`config.mk`:
```
export PLATFORM = sky130hd
export DESIGN_NAME = div_unit_flat
export DESIGN_NICKNAME = d
export VERILOG_FILES = /design/src/rtl/div_if.sv /design/src/rtl/div_unit.sv /design/src/flat_wrapper.sv
export SDC_FILE = /design/constraint.sdc
export NUM_CORES = 1
export LEC_CHECK = 0
export CAP_MARGIN = 30
export CORE_ASPECT_RATIO = 0.6
export CORE_MARGIN = 2
export CORE_UTILIZATION = 54
export DETAILED_ROUTE_END_ITERATION = 10
export HOLD_SLACK_MARGIN = 0.12
export PLACE_DENSITY = 0.83
export SETUP_SLACK_MARGIN = 0.4
export SLEW_MARGIN = 25
export SYNTH_ARGS = -nofsm -noshare
export SYNTH_HDL_FRONTEND = slang
export SYNTH_SLANG_ARGS = --single-unit
```
`constraint.sdc`:
```
create_clock -name clk -period 5.54 [get_ports clk]
set_input_delay 1.385 -clock clk [delete_from_list [all_inputs] [get_ports clk]]
set_output_delay 1.385 -clock clk [all_outputs]
set_load 0.02 [all_outputs]
```
`src/rtl/div_if.sv`:
```
// div_if: request/response bundle between the EX-stage decoder side and div_unit.
//   master: drives div_valid, div_op, dividend, divisor, flush; observes status/result.
//   slave : the divider; drives div_ready, div_busy, res_valid, div_out.
interface div_if #(
  parameter int WIDTH = 32
);
  logic             div_valid;
  logic [1:0]       div_op;     // 0=DIV 1=DIVU 2=REM 3=REMU
  logic [WIDTH-1:0] dividend;
  logic [WIDTH-1:0] divisor;
  logic             flush;
  logic             div_ready;
  logic             div_busy;
  logic             res_valid;
  logic [WIDTH-1:0] div_out;

  modport master (
    output div_valid, div_op, dividend, divisor, flush,
    input  div_ready, div_busy, res_valid, div_out
  );

  modport slave (
    input  div_valid, div_op, dividend, divisor, flush,
    output div_ready, div_busy, res_valid, div_out
  );
endinterface

```
`src/rtl/div_unit.sv`:
```
// div_unit: multi-cycle RV32M DIV/DIVU/REM/REMU, radix-2 restoring, one quotient
// bit per clock. Divide-by-zero and signed MIN/-1 bypass the iteration loop.
// Ports:
//   clk   - rising-edge clock
//   nrst  - asynchronous active-low reset
//   bus   - div_if.slave: request (div_valid/div_op/dividend/divisor/flush),
//           status (div_ready/div_busy), result (res_valid pulse, div_out held).
module div_unit #(
  parameter int WIDTH = 32
) (
  input  logic clk,
  input  logic nrst,
  div_if.slave bus
);

  localparam int CW = $clog2(WIDTH);
  localparam logic [WIDTH-1:0] MIN_NEG = {1'b1, {(WIDTH-1){1'b0}}};

  typedef enum logic [1:0] {IDLE, CALC, DONE} state_e;

  state_e           state_q, state_d;
  logic [CW-1:0]    cnt_q, cnt_d;
  logic             rem_sel_q, rem_sel_d;   // 1: return remainder
  logic [WIDTH-1:0] rem_q, rem_d;
  logic [WIDTH-1:0] quo_q, quo_d;           // holds |dividend| and shifts in quotient bits
  logic [WIDTH-1:0] dvsr_q, dvsr_d;         // |divisor|
  logic             negq_q, negq_d;
  logic             negr_q, negr_d;
  logic [WIDTH-1:0] out_q, out_d;

  // operand prep for the request currently on the bus
  logic             is_signed, a_neg, b_neg;
  logic [WIDTH-1:0] a_mag, b_mag;

  // one restoring step
  logic [WIDTH:0]   sh, trial;
  logic [WIDTH-1:0] quo_nx, rem_nx, q_fix, r_fix;

  always_comb begin
    is_signed = ~bus.div_op[0];
    a_neg     = is_signed & bus.dividend[WIDTH-1];
    b_neg     = is_signed & bus.divisor[WIDTH-1];
    a_mag     = a_neg ? -bus.dividend : bus.dividend;
    b_mag     = b_neg ? -bus.divisor  : bus.divisor;

    // Partial remainder is always < divisor, so the shifted value needs one
    // extra bit and the signed difference fits in WIDTH+1 bits.
    sh     = {rem_q, quo_q[WIDTH-1]};
    trial  = sh - {1'b0, dvsr_q};
    quo_nx = {quo_q[WIDTH-2:0], ~trial[WIDTH]};
    rem_nx = trial[WIDTH] ? sh[WIDTH-1:0] : trial[WIDTH-1:0];
    q_fix  = negq_q ? -quo_nx : quo_nx;
    r_fix  = negr_q ? -rem_nx : rem_nx;
  end

  always_comb begin
    state_d   = state_q;
    cnt_d     = cnt_q;
    rem_sel_d = rem_sel_q;
    rem_d     = rem_q;
    quo_d     = quo_q;
    dvsr_d    = dvsr_q;
    negq_d    = negq_q;
    negr_d    = negr_q;
    out_d     = out_q;

    unique case (state_q)
      IDLE: begin
        if (bus.div_valid && !bus.flush) begin
          rem_sel_d = bus.div_op[1];
          if (bus.divisor == '0) begin
            out_d   = bus.div_op[1] ? bus.dividend : '1;
            state_d = DONE;
          end else if (is_signed && bus.dividend == MIN_NEG && bus.divisor == '1) begin
            out_d   = bus.div_op[1] ? '0 : MIN_NEG;
            state_d = DONE;
          end else begin
            rem_d   = '0;
            quo_d   = a_mag;
            dvsr_d  = b_mag;
            negq_d  = a_neg ^ b_neg;
            negr_d  = a_neg;
            cnt_d   = CW'(WIDTH-1);
            state_d = CALC;
          end
        end
      end
      CALC: begin
        rem_d = rem_nx;
        quo_d = quo_nx;
        cnt_d = cnt_q - 1'b1;
        if (cnt_q == '0) begin
          // last step: sign-fixed result goes straight into the output register
          cnt_d   = '0;
          out_d   = rem_sel_q ? r_fix : q_fix;
          state_d = DONE;
        end
      end
      DONE:    state_d = IDLE;
      default: state_d = IDLE;
    endcase

    // abort wins over everything; the held result is left untouched
    if (bus.flush) begin
      state_d = IDLE;
      out_d   = out_q;
    end
  end

  always_ff @(posedge clk or negedge nrst) begin
    if (!nrst) begin
      state_q   <= IDLE;
      cnt_q     <= '0;
      rem_sel_q <= 1'b0;
      rem_q     <= '0;
      quo_q     <= '0;
      dvsr_q    <= '0;
      negq_q    <= 1'b0;
      negr_q    <= 1'b0;
      out_q     <= '0;
    end else begin
      state_q   <= state_d;
      cnt_q     <= cnt_d;
      rem_sel_q <= rem_sel_d;
      rem_q     <= rem_d;
      quo_q     <= quo_d;
      dvsr_q    <= dvsr_d;
      negq_q    <= negq_d;
      negr_q    <= negr_d;
      out_q     <= out_d;
    end
  end

  assign bus.div_ready = (state_q == IDLE);
  assign bus.div_busy  = (state_q == CALC);
  assign bus.res_valid = (state_q == DONE);
  assign bus.div_out   = out_q;

endmodule
```
`src/flat_wrapper.sv`:
```
// flat-port wrapper written by rule: the top's interface ports become plain ports
module div_unit_flat 
#(
  parameter int WIDTH = 32
)
  (clk, nrst, bus_div_valid, bus_div_op, bus_dividend, bus_divisor, bus_flush, bus_div_ready, bus_div_busy, bus_res_valid, bus_div_out);
  div_if #(.WIDTH(WIDTH)) bus_i ();
  input  logic clk;
  input  logic nrst;
  input wire logic [$bits(bus_i.div_valid)-1:0] bus_div_valid;
  input wire logic [$bits(bus_i.div_op)-1:0] bus_div_op;
  input wire logic [$bits(bus_i.dividend)-1:0] bus_dividend;
  input wire logic [$bits(bus_i.divisor)-1:0] bus_divisor;
  input wire logic [$bits(bus_i.flush)-1:0] bus_flush;
  output wire logic [$bits(bus_i.div_ready)-1:0] bus_div_ready;
  output wire logic [$bits(bus_i.div_busy)-1:0] bus_div_busy;
  output wire logic [$bits(bus_i.res_valid)-1:0] bus_res_valid;
  output wire logic [$bits(bus_i.div_out)-1:0] bus_div_out;
  assign bus_i.div_valid = bus_div_valid;
  assign bus_i.div_op = bus_div_op;
  assign bus_i.dividend = bus_dividend;
  assign bus_i.divisor = bus_divisor;
  assign bus_i.flush = bus_flush;
  assign bus_div_ready = bus_i.div_ready;
  assign bus_div_busy = bus_i.div_busy;
  assign bus_res_valid = bus_i.res_valid;
  assign bus_div_out = bus_i.div_out;
  div_unit #(.WIDTH(WIDTH)) u_core (.clk(clk), .nrst(nrst), .bus(bus_i));
endmodule
```
==> results of run 1 <==
## kinds of logic (layout without fill, tap and decap cells)
family	after synthesis	after routing	share of synthesized area, %
simple gates	555	555	22.10
compound gates	504	504	26.41
buf+inv	150	248	5.002
xor+xnor	131	131	9.876
fa+ha+maj	39	39	4.196
flops	138	138	29.25
mux	36	36	3.168
## synth_stat cells, types with 7 or more instances
cell type	instances
nand2_1	194
o21ai_0	169
nor2_1	146
a21oi_1	144
dfrtp_1	138
xnor2_1	75
clkbuf_1	63
inv_1	62
xor2_1	55
nor3_1	44
ha_1	38
mux2i_1	27
o31ai_1	26
nand3_1	21
or4_1	21
buf_2	19
nand2b_1	19
or3_1	19
nand4_1	18
a21o_1	16
nor4_1	15
a211oi_1	14
a31oi_1	13
and2_1	12
and3_1	12
o211ai_1	12
o21a_1	10
o221ai_1	10
or2_2	9
a22o_1	8
mux2_2	8
o41ai_1	8
nor2b_1	7
## tightest hold or removal path, delay by kind of cell (launching register included)
family,cells,cell delay [ps]
AOI/OAI and AO/OA,1,70
DFF,1,350
and+or+nand+nor,1,50
## how the worst min path moves through the flow
stage,depth (start not counted),from,endpoint,slack (ps)
floorplan,2,u_core.rem_q[29]$_DFFE_PN0P_,u_core.rem_q[29]$_DFFE_PN0P_,470
finish,2,u_core.bus.div_out[15]$_DFFE_PN0P_,u_core.bus.div_out[15]$_DFFE_PN0P_,500
global route,2,u_core.bus.div_out[27]$_DFFE_PN0P_,u_core.bus.div_out[27]$_DFFE_PN0P_,520
detailed placement,2,u_core.bus.div_out[15]$_DFFE_PN0P_,u_core.bus.div_out[15]$_DFFE_PN0P_,490
CTS,2,u_core.bus.div_out[15]$_DFFE_PN0P_,u_core.bus.div_out[15]$_DFFE_PN0P_,500
global placement,2,u_core.bus.div_out[26]$_DFFE_PN0P_,u_core.bus.div_out[26]$_DFFE_PN0P_,480
## per-stage QoR
stage / cell area (um^2) / worst slack (ps) / power, W / hold WS [ps]
floorplan: 11820 / 507.7 / 0.004026 / 471.5
global placement: 13160 / 78.97 / 0.004867 / 477.2
detailed placement: 13160 / 18.12 / 0.004948 / 487.3
CTS: 13920 / 312.6 / 0.006267 / 501.7
global route: 13980 / 362.6 / 0.006838 / 522.3
finish: 13980 / 493.4 / 0.006422 / 503.9
## layout make-up
type | count | share of cell area, %
Timing Repair Buffer | 153 | 10.28
Clock inverter | 6 | 0.6173
Clock buffer | 26 | 3.570
Tap cell | 279 | 2.496
Multi-Input combinational cell | 1265 | 56.63
Sequential cell | 138 | 24.70
Inverter | 63 | 1.709
## state kept, by name (all words and copies together) (netlist names)
| signal | count |
|---|---|
| u_core.bus.div_out | 32 |
| u_core.dvsr_q | 32 |
| u_core.quo_q | 32 |
| u_core.rem_q | 32 |
| u_core.cnt_q | 5 |
| u_core.state_q | 2 |
| u_core.negq_q | 1 |
| u_core.negr_q | 1 |
| u_core.rem_sel_q | 1 |
## layer usage
metal  vias to the layer above  track usage (%)  part of all wire (%)
li1                       5769                -                     -
met2                       688            47.66                    42
met4                         0            8.826                   1.9
met3                        69            7.591                    11
met1                      5960            50.29                    45
met5                         -                0                     0
## what timing repair did
item / 4_1_cts / 5_1_grt
setup buffers: 11 / 0
pin swaps: 17 / 16
endpoints found under the setup margin: 6 / 15
gates resized for setup: 20 / 12
## power by group through the flow
| stage | clock [W] | sequential (W) | combinational [W] |
|---|---|---|---|
| floorplan | 0 | 0.00134 | 0.00268 |
| global placement | 0 | 0.00141 | 0.00346 |
| detailed placement | 0 | 0.00142 | 0.00353 |
| CTS | 0.00116 | 0.00140 | 0.00370 |
| global route | 0.00120 | 0.00143 | 0.00421 |
| finish | 0.00116 | 0.00141 | 0.00385 |
==> out/metrics.yaml, run 1 <==
route:
  ant_nets: 0
  wl_per_cell_um: 19.87
  drtIter0Drc: 1542
  num_vias: 12490
  vias_per_cell: 6.469
  firstDrtPassIters: 6
  wl_um: 38350
  drc: 0
critical_path:
  worstSetupStartpoint: "u_core.quo_q[31]$_DFFE_PN0P_"
  crit_path_start_kind: "flip-flop"
  crit_fanout: 5
  reg2regPathDepth: 22
  cp_slowest_cell: "dfrtp_2"
  endpoint_kind: "flip-flop"
  arrival_ps: 5340
  crit_cells: 22
  crit_end: "u_core.bus.div_out[26]$_DFFE_PN0P_"
  reg2reg_slack_ps: 490
  required_ps: 5840
  worstSetupPathType: "reg -> reg"
  path_cells: "inv_2, ha_4, fa_2, nand2b_4, a21bo_4, o21ai_4, a31oi_4, o41ai_4, xor2_4, buf_6, mux2_4, ha_4, nand4_1, a2111o_1, buf_6, nor2_2, nand4_1, a221oi_4, a31oi_1, xnor2_1, a21oi_2, o221ai_2"
  reg2reg_to: "u_core.bus.div_out[26]$_DFFE_PN0P_"
  crit_family: "compound AO/OA/AOI/OAI gates"
  crit_path_max_incr_delay_ps: 420
  cp_num_buf_inv: 3
  r2r-start: "u_core.quo_q[31]$_DFFE_PN0P_"
synthesis:
  synth_top_area_share_pct: 29.25
  synth_cell_type_count: 76
  yosysSeqAreaShare_pct: 29.25
  synth_area_mm2: 0.01181
  synthTopCellsByArea: "dfrtp_1 29%, o21ai_0 7.2%, nand2_1 6.2%, a21oi_1 6.1%, xnor2_1 5.6%"
  yosysWarnings: 0
  syn-num-nets: 1662
  synth-seq-cells: 138
  synth_edf_count: 0
  syn_inst: 1553
  syn_avg_cell_area_um2: 7.603
  synth_area_leader_cell: "dfrtp_1"
  async_reset_ff_share_pct: 100.0
  synth_flop_cell: "dfrtp_1"
timing:
  slew_viol_final: 0
  clock_skew_ps: 10.85
  fmax_mhz: 198.2
  tightest_slew_ps: 955.7
  rsz0062_at_grt: "yes"
  hold_viol_final: 0
  fin_crit_ps: 5047
  setup-violations-final: 0
  tns_ps: 0
  maxSlewHeadroom_pct: 36.22
  period_share_pct: 91.09
power_and_ir_drop:
  power_frac_comb_pct: 60.0
  p_switching_w: 0.003011
  power_density_mw_per_mm2: 459.2
  seq_power_share_pct: 21.9
  vdd_drop_max_mv: 0.3469
  clkPwrFrac_pct: 18.1
  p_sw_share_pct: 46.88
  p_int_w: 0.003411
  p_leak_nw: 5.768
clock_network:
  cts_root_buf: "clkbuf_16"
  clock_path_buffers: 2
  cts_tree: "yes"
  cts_hold_buf: 0
  clock_sinks: 138
  clk_latency_ps: 440
  clk_pin_slew_worst_paths_ps: 60
  cts_made_buffers: 17
  h-tree-depth: 4
final_layout:
  fill_cells: 1822
  drive_gt1_share_pct: 7.753
  diodes: 0
  layout_commonest_cell: "nand2_1"
  fin_cells: 1930
  ff_latch_area_mm2: 0.003455
  multi_input_area_mm2: 0.007919
  finalNetCount: 1747
  area_growth_pct: 18.44
  final_cell_mix: "194 x nand2_1, 168 x o21ai_0, 145 x nor2_1"
  final_util_pct: 65.85
floorplanning:
  start_util_pct: 55.60
  rows: 41
  chipHeight_um: 118.5
  die_area_mm2: 0.02310
  dieWidth_um: 194.9
  io-pin-count: 105
  coreArea_mm2: 0.02124
grt:
  antenna_found_initial: 0
  grt_overflow_total: 0
  grt_max_degree: 78
  grt_pass1_wl_um: 61500
  grt_usage_pct: 33.38
  grt_pass1_vias: 11510
min_path:
  hp-class: "reg -> reg"
place:
  hpwl_um: 28590
  dp.cells: 1886
  portBuffers: 104
  gp_congestion: 0.9761
status:
  outcome: "completed"
flow_run:
  maxCapViolations: 0
No activity file was read; power rests on OpenSTA's default activity.
==> run 2: changes to the inputs <==
--- a/config.mk
+++ b/config.mk
@@ -5,7 +5,7 @@
 export SDC_FILE = /design/constraint.sdc
 export NUM_CORES = 1
 export LEC_CHECK = 0
-export CAP_MARGIN = 30
+export CAP_MARGIN = 20
 export CORE_ASPECT_RATIO = 0.6
 export CORE_MARGIN = 2
 export CORE_UTILIZATION = 54
==> run 2 against run 1 <==
Clock power is essentially flat; clock skew is 1.9 ps higher; combinational power is essentially flat; global-route usage did not move; sequential power barely moved; hold slack gained 0.63 ps; maximum frequency down 0.34%; critical path type unchanged; largest cell class unchanged.
==> out/metrics.yaml, run 2 (same netlist as run 1, synthesis figures left out) <==
power_and_ir_drop:
  power_density_mw_per_mm2: 459.6  # about the same
  power_frac_comb_pct: 59.9  # about the same
  clkPwrFrac_pct: 18.1  # about the same
  p_leak_nw: 5.761  # -0.13%
  seq_power_share_pct: 22.1  # +0.2 points
  p_switching_w: 0.003012  # about the same
  vdd_drop_max_mv: 0.3461  # -0.23%
  p_sw_share_pct: 46.92  # about the same
  p_int_w: 0.003409  # about the same
place:
  place_area_mm2: 0.01316  # unchanged
  gp_congestion: 0.9761  # unchanged
  portBuffers: 104  # unchanged
  post-place-ws_ps: 18.12  # unchanged
  hpwl_um: 28590  # unchanged
floorplanning:
  rows: 41  # unchanged
  coreArea_mm2: 0.02124  # unchanged
  io-pin-count: 105  # unchanged
  start_util_pct: 55.60  # unchanged
  chipHeight_um: 118.5  # unchanged
  dieWidth_um: 194.9  # unchanged
  die_area_mm2: 0.02310  # unchanged
final_layout:
  multi_input_area_mm2: 0.007919  # unchanged
  diodes: 0  # unchanged
  ff_latch_area_mm2: 0.003455  # unchanged
  layout_commonest_cell: "nand2_1"
  final_util_pct: 65.78  # -0.071 points
  finalNetCount: 1746  # -0.057%
  drive_gt1_share_pct: 7.697  # -0.056 points
  area_growth_pct: 18.31
  final_cell_mix: "194 x nand2_1, 168 x o21ai_0, 145 x nor2_1"
  finalInstanceArea_mm2: 0.01397  # -0.11%
  fill_cells: 1824  # +0.11%
route:
  num_vias: 12430  # -0.48%
  drtIter0Drc: 1462  # -5.2%
  drc: 0  # unchanged
  ant_nets: 0  # unchanged
  wl_per_cell_um: 19.90  # +0.15%
  vias_per_cell: 6.442  # -0.43%
  firstDrtPassIters: 6  # unchanged
  wl_um: 38390  # +0.10%
timing:
  hold_viol_final: 0  # unchanged
  maxSlewHeadroom_pct: 27.31  # -8.9 points
  worst_slack_ps: 476.0  # -17.35 ps
  hold_ws_ps: 504.5  # +0.6290 ps
  period_share_pct: 91.41  # +0.31 points
  slew_viol_final: 0  # unchanged
  fin_crit_ps: 5064  # +17.35 ps
  setup-violations-final: 0  # unchanged
  rsz0062_at_grt: "yes"
  tightest_slew_ps: 1090  # +134.7 ps
  clock_skew_ps: 12.74  # +1.888 ps
  tns_ps: 0  # unchanged
  fmax_mhz: 197.5  # -0.34%
clock_network:
  clk_pin_slew_worst_paths_ps: 60  # about the same
  cts_root_buf: "clkbuf_16"
  cts_tree: "yes"
  cts_made_buffers: 17  # unchanged
  clock_sinks: 138  # unchanged
  clock_path_buffers: 2  # unchanged
  clk_latency_ps: 440  # about the same
  h-tree-depth: 4  # unchanged
critical_path:
  required_ps: 5840  # about the same
  worstSetupPathType: "reg -> reg"
  reg2reg_to: "u_core.bus.div_out[26]$_DFFE_PN0P_"
  crit_end: "u_core.bus.div_out[26]$_DFFE_PN0P_"
  crit_fanout: 5  # unchanged
  endpoint_kind: "flip-flop"
  worstSetupStartpoint: "u_core.quo_q[31]$_DFFE_PN0P_"
  reg2regPathDepth: 22  # unchanged
  reg2reg_slack_ps: 480  # -20 ps
  r2r-start: "u_core.quo_q[31]$_DFFE_PN0P_"
  crit_path_start_kind: "flip-flop"
  arrival_ps: 5360  # +20 ps
grt:
  grt_usage_pct: 33.38  # unchanged
  grt_pass1_vias: 11510  # unchanged
  grt_overflow_total: 0  # unchanged
  grt_max_degree: 78  # unchanged
  antenna_found_initial: 0  # unchanged
  grt_pass1_wl_um: 61500  # unchanged
flow_run:
  maxCapViolations: 0  # unchanged
status:
  outcome: "completed"
min_path:
  hp-class: "reg -> reg"
run 2: changes by cell type in the layout (fill, tap and decap cells not counted), sizes merged:
| cell | change |
|---|---|
| buf | -1 |
run 2: repair_timing:
| action | in CTS | in global routing |
|---|---|---|
| pin swaps | 17 | 16 |
| endpoints found under the setup margin | 6 | 15 |
| gates resized for setup | 20 | 12 |
| hold buffers | 0 | 0 |
| setup buffers | 11 | 0 |
run 2: worst min path at each step:
stage,slack [ps],endpoint,from,cells after the start
floorplan,470,u_core.rem_q[29]$_DFFE_PN0P_,u_core.rem_q[29]$_DFFE_PN0P_,2
global placement,480,u_core.bus.div_out[26]$_DFFE_PN0P_,u_core.bus.div_out[26]$_DFFE_PN0P_,2
detailed placement,490,u_core.bus.div_out[15]$_DFFE_PN0P_,u_core.bus.div_out[15]$_DFFE_PN0P_,2
CTS,500,u_core.bus.div_out[15]$_DFFE_PN0P_,u_core.bus.div_out[15]$_DFFE_PN0P_,2
global route,520,u_core.bus.div_out[27]$_DFFE_PN0P_,u_core.bus.div_out[27]$_DFFE_PN0P_,2
finish,500,u_core.bus.div_out[15]$_DFFE_PN0P_,u_core.bus.div_out[15]$_DFFE_PN0P_,2
run 2: metrics by stage:
step	total power, W	std cells
3_3_place_gp	0.004867	1886
3_5_place_dp	0.004948	1886
6_report	0.006421	1929
2_1_floorplan	0.004026	1553
4_1_cts	0.006267	1929
5_1_grt	0.006834	1929
run 2: area by class of cell:
type	count	share of cell area, %
Clock inverter	6	0.6180
Tap cell	279	2.499
Clock buffer	26	3.574
Inverter	63	1.711
Timing Repair Buffer	152	10.18
Sequential cell	138	24.73
Multi-Input combinational cell	1265	56.69
run 2: power groups by stage:
stage / logic, W / registers, W / clock network, W
floorplan: 0.00268 / 0.00134 / 0
global placement: 0.00346 / 0.00141 / 0
detailed placement: 0.00353 / 0.00142 / 0
CTS: 0.00370 / 0.00140 / 0.00116
global route: 0.00420 / 0.00143 / 0.00120
finish: 0.00384 / 0.00142 / 0.00116
run 2: metal layers:
| metal | share of wire (%) | routed length (um) | GRT usage (%) |
|---|---|---|---|
| met1 | 45 | 17270 | 50.29 |
| met2 | 42 | 16020 | 47.66 |
| met3 | 11 | 4366 | 7.591 |
| met4 | 1.9 | 733 | 8.826 |
| met5 | 0 | 0 | 0 |
run 2: worst max-delay path: stages (launching register included):
cell and delay [ps]:
dfrtp_2 420, inv_2 70, ha_4 160, fa_2 330
nand2b_4 150, a21bo_4 230, o21ai_4 210, a31oi_4 160
o41ai_4 410, xor2_4 310, buf_6 150, mux2_4 170
ha_4 150, nand4_1 90, a2111o_1 390, buf_6 150
nor2_2 60, nand4_1 210, a221oi_4 420, a31oi_1 150
xnor2_1 180, a21oi_2 200, o221ai_2 120
